$ cat src/rtl/physics_step_engine.sv
// Physics sweep engine: reads the object table in batches of 4, applies one Euler step with
// gravity, and writes each non-static object back through a single write port.
module physics_step_engine #(
   parameter int                 OBJ_WIDTH    = 96,
   parameter int                 ADDR_WIDTH   = 6,
   parameter int                 OBJ_COUNT    = 64,
   parameter int                 READ_LATENCY = 2,
   parameter logic signed [15:0] GRAVITY      = 16'sd1
) (
   input  logic                  clk_in,
   input  logic                  rst_in,
   input  logic                  start_in,
   output logic                  busy_out,
   output logic                  done_out,
   output logic                  read_valid_out,
   output logic [ADDR_WIDTH-1:0] read_addrs_out [3:0],
   input  logic [OBJ_WIDTH-1:0]  read_objects_in [3:0],
   output logic                  write_valid_out,
   output logic [ADDR_WIDTH-1:0] write_addr_out,
   output logic [OBJ_WIDTH-1:0]  write_object_out,
   output logic [2:0]            state_dbg
);

   // Handshake: read_valid_out qualifies read_addrs_out for one cycle, and the storage returns
   // data READ_LATENCY cycles later with no backpressure; write_valid_out qualifies
   // write_addr_out/write_object_out for exactly the cycle it is high.

   typedef enum logic [2:0] {
      S_IDLE  = 3'd0,
      S_ISSUE = 3'd1,
      S_WAIT  = 3'd2,
      S_WRITE = 3'd3,
      S_DONE  = 3'd4
   } state_t;

   localparam int CW = (READ_LATENCY > 1) ? $clog2(READ_LATENCY) : 1;
   localparam logic [ADDR_WIDTH:0] COUNT_EXT = (ADDR_WIDTH+1)'(OBJ_COUNT);

   state_t                state_q, state_d;
   logic [ADDR_WIDTH-1:0] base_q;
   logic [CW-1:0]         wait_cnt_q;
   logic [1:0]            lane_q;
   logic [OBJ_WIDTH-1:0]  hold_obj_q [3:0];
   logic [3:0]            hold_valid_q;
   logic [3:0]            lane_ok;
   logic                  last_batch;
   logic                  capture;

   logic [OBJ_WIDTH-1:0]  cur;
   logic [15:0]           px, py, vx, vy, vy_new;
   logic [16:0]           vy_sum;
   logic [OBJ_WIDTH-1:0]  upd;

   // Bounds compares are one bit wider than the address so OBJ_COUNT = 2^ADDR_WIDTH works.
   always_comb begin
      lane_ok = '0;
      for (int i = 0; i < 4; i++) begin
         lane_ok[i] = ({1'b0, base_q} + (ADDR_WIDTH+1)'(i)) < COUNT_EXT;
      end
      last_batch = ({1'b0, base_q} + (ADDR_WIDTH+1)'(4)) >= COUNT_EXT;
      capture    = (state_q == S_WAIT) && (wait_cnt_q == CW'(READ_LATENCY-1));
   end

   always_comb begin
      state_d = state_q;
      case (state_q)
         S_IDLE:  if (start_in) state_d = S_ISSUE;
         S_ISSUE: state_d = S_WAIT;
         S_WAIT:  if (capture) state_d = S_WRITE;
         S_WRITE: if (lane_q == 2'd3) state_d = last_batch ? S_DONE : S_ISSUE;
         S_DONE:  state_d = S_IDLE;
         default: state_d = S_IDLE;
      endcase
   end

   always_ff @(posedge clk_in) begin
      if (rst_in) begin
         state_q      <= S_IDLE;
         base_q       <= '0;
         wait_cnt_q   <= '0;
         lane_q       <= '0;
         hold_valid_q <= '0;
         for (int i = 0; i < 4; i++) hold_obj_q[i] <= '0;
      end else begin
         state_q <= state_d;
         case (state_q)
            S_IDLE: if (start_in) base_q <= '0;
            S_ISSUE: wait_cnt_q <= '0;
            S_WAIT: begin
               wait_cnt_q <= wait_cnt_q + 1'b1;
               if (capture) begin
                  for (int i = 0; i < 4; i++) hold_obj_q[i] <= read_objects_in[i];
                  hold_valid_q <= lane_ok;
                  lane_q       <= '0;
               end
            end
            S_WRITE: begin
               lane_q <= lane_q + 1'b1;
               if (lane_q == 2'd3 && !last_batch) base_q <= base_q + ADDR_WIDTH'(4);
            end
            default: ;
         endcase
      end
   end

   // Euler step: velocity first (saturating), then position uses the new vel_y.
   always_comb begin
      cur    = hold_obj_q[lane_q];
      px     = cur[63:48];
      py     = cur[47:32];
      vx     = cur[31:16];
      vy     = cur[15:0];
      vy_sum = {vy[15], vy} + {GRAVITY[15], GRAVITY};
      if (vy_sum[16] != vy_sum[15]) vy_new = vy_sum[16] ? 16'h8000 : 16'h7FFF;
      else                          vy_new = vy_sum[15:0];
      upd = {cur[OBJ_WIDTH-1:64], px + vx, py + vy_new, vx, vy_new};
   end

   always_comb begin
      busy_out         = (state_q != S_IDLE);
      done_out         = (state_q == S_DONE);
      read_valid_out   = (state_q == S_ISSUE);
      write_valid_out  = 1'b0;
      write_addr_out   = '0;
      write_object_out = '0;
      for (int i = 0; i < 4; i++) begin
         read_addrs_out[i] = read_valid_out ? base_q + ADDR_WIDTH'(i) : '0;
      end
      if (state_q == S_WRITE) begin
         write_valid_out  = hold_valid_q[lane_q] && !cur[OBJ_WIDTH-1];
         write_addr_out   = base_q + ADDR_WIDTH'(lane_q);
         write_object_out = upd;
      end
      state_dbg = state_q;
   end

endmodule

$ cat config.mk
export PLATFORM = sky130hd
export DESIGN_NAME = physics_step_engine
export DESIGN_NICKNAME = d
export VERILOG_FILES = /design/src/rtl/physics_step_engine.sv
export SDC_FILE = /design/constraint.sdc
export NUM_CORES = 1
export LEC_CHECK = 0
export BUFFER_PORTS_ARGS = -buffer_cell sky130_fd_sc_hd__buf_2
export CORE_AREA = 3 3 244 198
export DETAILED_ROUTE_END_ITERATION = 6
export DIE_AREA = 0 0 247 201
export HOLD_SLACK_MARGIN = 0.15
export PLACE_DENSITY = 0.66
export SETUP_SLACK_MARGIN = 0.1
export SLEW_MARGIN = 20
export SYNTH_ARGS = -nofsm -noshare
export SYNTH_HDL_FRONTEND = slang
export SYNTH_SLANG_ARGS = --single-unit
$ cat constraint.sdc
create_clock -name clk_in -period 7.18 [get_ports clk_in]
set_clock_uncertainty 0.15 [all_clocks]
set_input_delay 0 -clock clk_in [delete_from_list [all_inputs] [get_ports clk_in]]
set_output_delay 0 -clock clk_in [all_outputs]
set_load 0.005 [all_outputs]
==> results of run 1 <==
## through the flow
step	instance area (um2)	setup slack (ps)	utilization [%]	std cells	hold slack [ps]
after floorplan	19700	809	-	1425	-70.7
after global placement	22700	1870	49.5	2457	126
after detailed placement	22700	1780	49.5	2457	129
## kinds of logic after synthesis
logic type	share of synthesized area [%]
adders and majority gates	2.49
AOI/OAI and AO/OA	3.50
muxes	11.1
buffers and inverters	2.99
xor gates and xnor gates	1.33
DFF	59.8
other	0.0190
and+or+nand+nor	18.7
==> results.md, run 1 <==
* Placer Congestion at roughly 0.9
* Fail Step: 4_1_cts
* I/O pin count at 520
* Synth Cell Area at roughly 0.02 mm2
* CTS Root Cell: clkbuf_16
* Most used flip-flop cell after synthesis: edfxtp_1
* EDFF count, synth at about 380
* Initial core utilization at between 40% and 50%
* Post-cts resize count at 0
* Post-DP HPWL at between 30,000 and 40,000 um
* Postcts setup bufs at 0
* Syn. warnings at 0
* Log Error: [ERROR RSZ-0060] Max buffer count reached.
* Site Rows at 70
* Cells after synthesis at between 1,000 and 1,500
* Largest area contributor in the netlist: edfxtp_1
* Hold-fix buffers at CTS at slightly above 500
* Die width at around 250 um
* Synth Area per Inst at 13.9 um2
* Max Buffers Root-to-Sink at 3
* Distinct cells, synth at a little under 60
* Most common cell in the netlist: and2_1
* Count of state elements after synthesis at 397
* IO Port Bufs at a little over 500
* Synth area leaders: edfxtp_1, and2_1, mux4_2, ha_1, and3_1
* TritonCTS Buffers at 42
* Post-synth top cells: and2_1, edfxtp_1, mux4_2, nor2_1, clkbuf_1
* Number of H-tree levels at 2
* Status: did not finish
* Share of Yosys cell area claimed by the top area cell type at between 50 and 60%
* Sink Count at between 300 and 400
* FFs w/ async S/R, synth at 0%
* Sequential area share after synthesis at about three fifths
* Die height at between 200 and 250 um
==> run 2: changes to the inputs <==
--- a/config.mk
+++ b/config.mk
@@ -6,12 +6,10 @@
 export NUM_CORES = 1
 export LEC_CHECK = 0
 export BUFFER_PORTS_ARGS = -buffer_cell sky130_fd_sc_hd__buf_2
-export CORE_AREA = 3 3 244 198
+export CORE_AREA = 3 3 270 272
 export DETAILED_ROUTE_END_ITERATION = 6
-export DIE_AREA = 0 0 247 201
-export HOLD_SLACK_MARGIN = 0.15
-export PLACE_DENSITY = 0.66
-export SETUP_SLACK_MARGIN = 0.1
+export DIE_AREA = 0 0 273 275
+export PLACE_DENSITY_LB_ADDON = 0.15
 export SLEW_MARGIN = 20
 export SYNTH_ARGS = -nofsm -noshare
 export SYNTH_HDL_FRONTEND = slang
==> run 2 against run 1 <==
- the flow now finishes without violations
- synthesized cell count stayed put
- synthesized area did not move
==> results.md, run 2 <==
* I/O pin count at 520 (unchanged)
* Max Freq at 0.167 GHz
* Max reg flops at 384
* Place WS at 1820 ps (+36.0 ps)
* Max Cap Viol at 0
* Final WS setup at approximately 1200 ps
* Status: completed
* CP max stage delay at 670 ps
* Most used flip-flop cell after synthesis: edfxtp_1
* Layout Nets at ~2,700
* CP max-delay cell: a2111oi_0
* Fill cells at ~6,800
* EDFF count, synth at 384 (unchanged)
* First-pass GRT wire length at 96,900 um
* TritonCTS Buffers at 48 (+14%)
* Worst EP arrival at between 5000 and 6000 ps
* Core outline area at just over 0.07 mm2
* Hold Violations, Final at 0
* IO Port Bufs at 515 (unchanged)
* DP Area at 0.0231 mm2 (+1.9%)
* CTS clock-pin slew for the worst setup and hold paths at 60 ps
* Flop2flop setup slack at 3830 ps
* RSZ-0062 raised after global routing: false
* Fin crit period at approximately 6000 ps
* Post-DP HPWL at 45,000 um (+15%)
* Tcrit/Tclk final at 83.4%
* Initial antenna violation count at 4
* Area Overhead vs Synth at 44.8%
* Post-synth top cells: and2_1, edfxtp_1, mux4_2, nor2_1, clkbuf_1
* Synth area leaders: edfxtp_1, and2_1, mux4_2, ha_1, and3_1
* Max Buffers Root-to-Sink at 3 (unchanged)
* Die width at 273 um (+11%)
* Total Routing Usage GR at between 10% and 20%
* Die height at 275 um (+37%)
* Fin area at 0.0285 mm2
* Worst vdd ir at between 0.15 and 0.2 mV
* Commonest non-fill, non-tap cell in the layout: buf_2
* CP most frequent cell: ha_1
* Distinct cells, synth at 58 (unchanged)
* FFs w/ async S/R, synth at 0% (unchanged)
* Number of H-tree levels at 2 (unchanged)
* CTS tree: done
* Leak at 0.0119 uW
* DRC Markers at 0
* Most frequent cells in the layout: buf_2, and2_1, dlygate4sd3_1, edfxtp_1, mux4_2
* GRT Residual Overflow at 0
* R2R Path End: hold_obj_q[3][30]$_SDFFCE_PN0P_
* Routed vias at 14,700
* Routed WL at 65,800 um
* Post-layout util at between 40% and 50%
* DR iter-0 viols at around 850
* Sequential area share after synthesis at 59.8% (unchanged)
* Postcts setup bufs at 0 (unchanged)
* Site Rows at 98 (+40%)
* HP Class: in -> reg
* Die area at 0.0751 mm2
* Worst Path Required at around 7000 ps
* Share of post-route cells with drive strength above 1 at roughly 31%
* Skew-Pair Late Insertion Delay at 570 ps
* Initial core utilization at 27.8% (-15 points)
* Setup TNS at 0 ps
* Routed WL per cell at about 20 um
* Slew @ Worst Pin at approximately 1100 ps
* Cells after synthesis at 1,422 (unchanged)
* Share of Yosys cell area claimed by the top area cell type at 58.5% (unchanged)
* Crit-path cells: mux4_2 > ha_1 > nand4_4 > nor2_2 > a21boi_0 > ha_1 > inv_1 > and2_1 > nor2_1 > ha_1 > inv_1 > fa_1 > nor2b_1 > o21a_1 > o21ai_0 > a2111oi_0 > nor3_1 > nor3_1 > buf_2
* Largest net degree at the start of global routing at approximately 220
* Syn. warnings at 0 (unchanged)
* Synth Cell Area at 0.0197 mm2 (unchanged)
* Crit path max fanout at 21
* Highest metal used: met4
* Power, Total at 5740 uW
* Largest Register: hold_obj_q
* Vias/cell at about 4.5
* Metal-1 WL at roughly 27,000 um
* Placer Congestion at 0.837 (-6.1%)
* Slew headroom at approximately a quarter
* R2R cell count at 5
* Metal2 WL at between 30,000 and 40,000 um
* Sink Count at 397 (unchanged)
* Setup violations, final at 0
* Post-route ant nets at 0
* FF/Latch Area at 0.0118 mm2
* CTS Root Cell: clkbuf_16
* Routed wl met3 at 4430 um
* Crit Reg-Reg Startpoint: state_dbg[1]$_SDFFE_PP0P_
* Number of global-route vias before repair at 15,800
* Count of state elements after synthesis at 397 (unchanged)
* Pwr/cell area at between 200 and 250 mW/mm2
* Most common cell in the netlist: and2_1
* Max-slew violation count at 0
* Largest area contributor in the netlist: edfxtp_1
* CP Capture Type: output port
* Critical path class: reg -> out
* Synth Area per Inst at 13.9 um2 (unchanged)
* Critical Path End: write_object_out[46]
* Worst Setup Start Kind: flop
* Area of the multi-input gates at between 0.007 and 0.008 mm2
* DR pass1 iterations at 7
run 2: cell counts after synthesis:
No cell type changed its count.
run 2: worst min path at each step:
stage          depth (start not counted)                              end  slack, ps                  from
2_1_floorplan                          1        state_dbg[1]$_SDFFE_PP0P_        -70                rst_in
3_3_place_gp                           2  hold_obj_q[2][84]$_SDFFCE_PN0P_        130  read_objects_in[276]
3_5_place_dp                           2  hold_obj_q[2][16]$_SDFFCE_PN0P_        130  read_objects_in[208]
4_1_cts                                3  hold_obj_q[2][86]$_SDFFCE_PN0P_         30  read_objects_in[278]
6_report                               3  hold_obj_q[2][28]$_SDFFCE_PN0P_         90  read_objects_in[220]
5_1_grt                                3  hold_obj_q[0][25]$_SDFFCE_PN0P_         60   read_objects_in[25]
run 2: report_power, final:
part | internal, uW | switching (uW)
combinational | 366 | 328
sequential | 2630 | 33.7
clock | 1390 | 986
total | 4390 | 1350
run 2: metal layers:
| layer | track usage, % | vias up |
|---|---|---|
| met4 | 6.29 | 0 |
| met5 | 0 | - |
| met1 | 21.5 | 7210 |
| met3 | 4.12 | 108 |
| li1 | - | 6909 |
| met2 | 28.8 | 495 |
run 2: logic make-up after synthesis:
logic type / count (synthesis) / share of synthesized area [%]
multiplexers: 99 / 11.1
adder cells (fa/ha/maj): 38 / 2.49
AND/OR/NAND/NOR: 627 / 18.7
buffers and inverters: 122 / 2.99
flip-flops: 397 / 59.8
other: 1 / 0.0190
AO/OA/AOI/OAI: 108 / 3.50
XOR/XNOR: 30 / 1.33
run 2: final cells by class:
class                           count  share of cell area, %
Clock buffer                       58                   4.42
Antenna cell                        3                 0.0263
Clock inverter                     29                  0.908
Sequential cell                   397                   41.4
Timing Repair Buffer              915                   23.1
Multi-Input combinational cell    906                   25.8
Inverter                           16                  0.211
Tap cell                          950                   4.17
run 2: per-stage QoR:
step           cells  hold WS, ps
2_1_floorplan   1425        -70.7
3_3_place_gp    2797          126
3_5_place_dp    2797          128
4_1_cts         3270         34.1
5_1_grt         3273         58.1
6_report        3274         85.4
run 2: worst max-delay path: cells and delay by family, from the launching register on:
kind	cells	cell delay [ps]
buffers and inverters	3	460
AO/OA/AOI/OAI	4	1340
AND/OR/NAND/NOR	7	980
adder cells (fa/ha/maj)	4	1200
flip-flops	1	610
multiplexers	1	660
run 2: repair_timing:
item                      in CTS  in global routing
hold buffers                 386                  0
resized for setup              0                  0
hold endpoints to repair     397                  0
No activity file was read; power rests on OpenSTA's default activity.
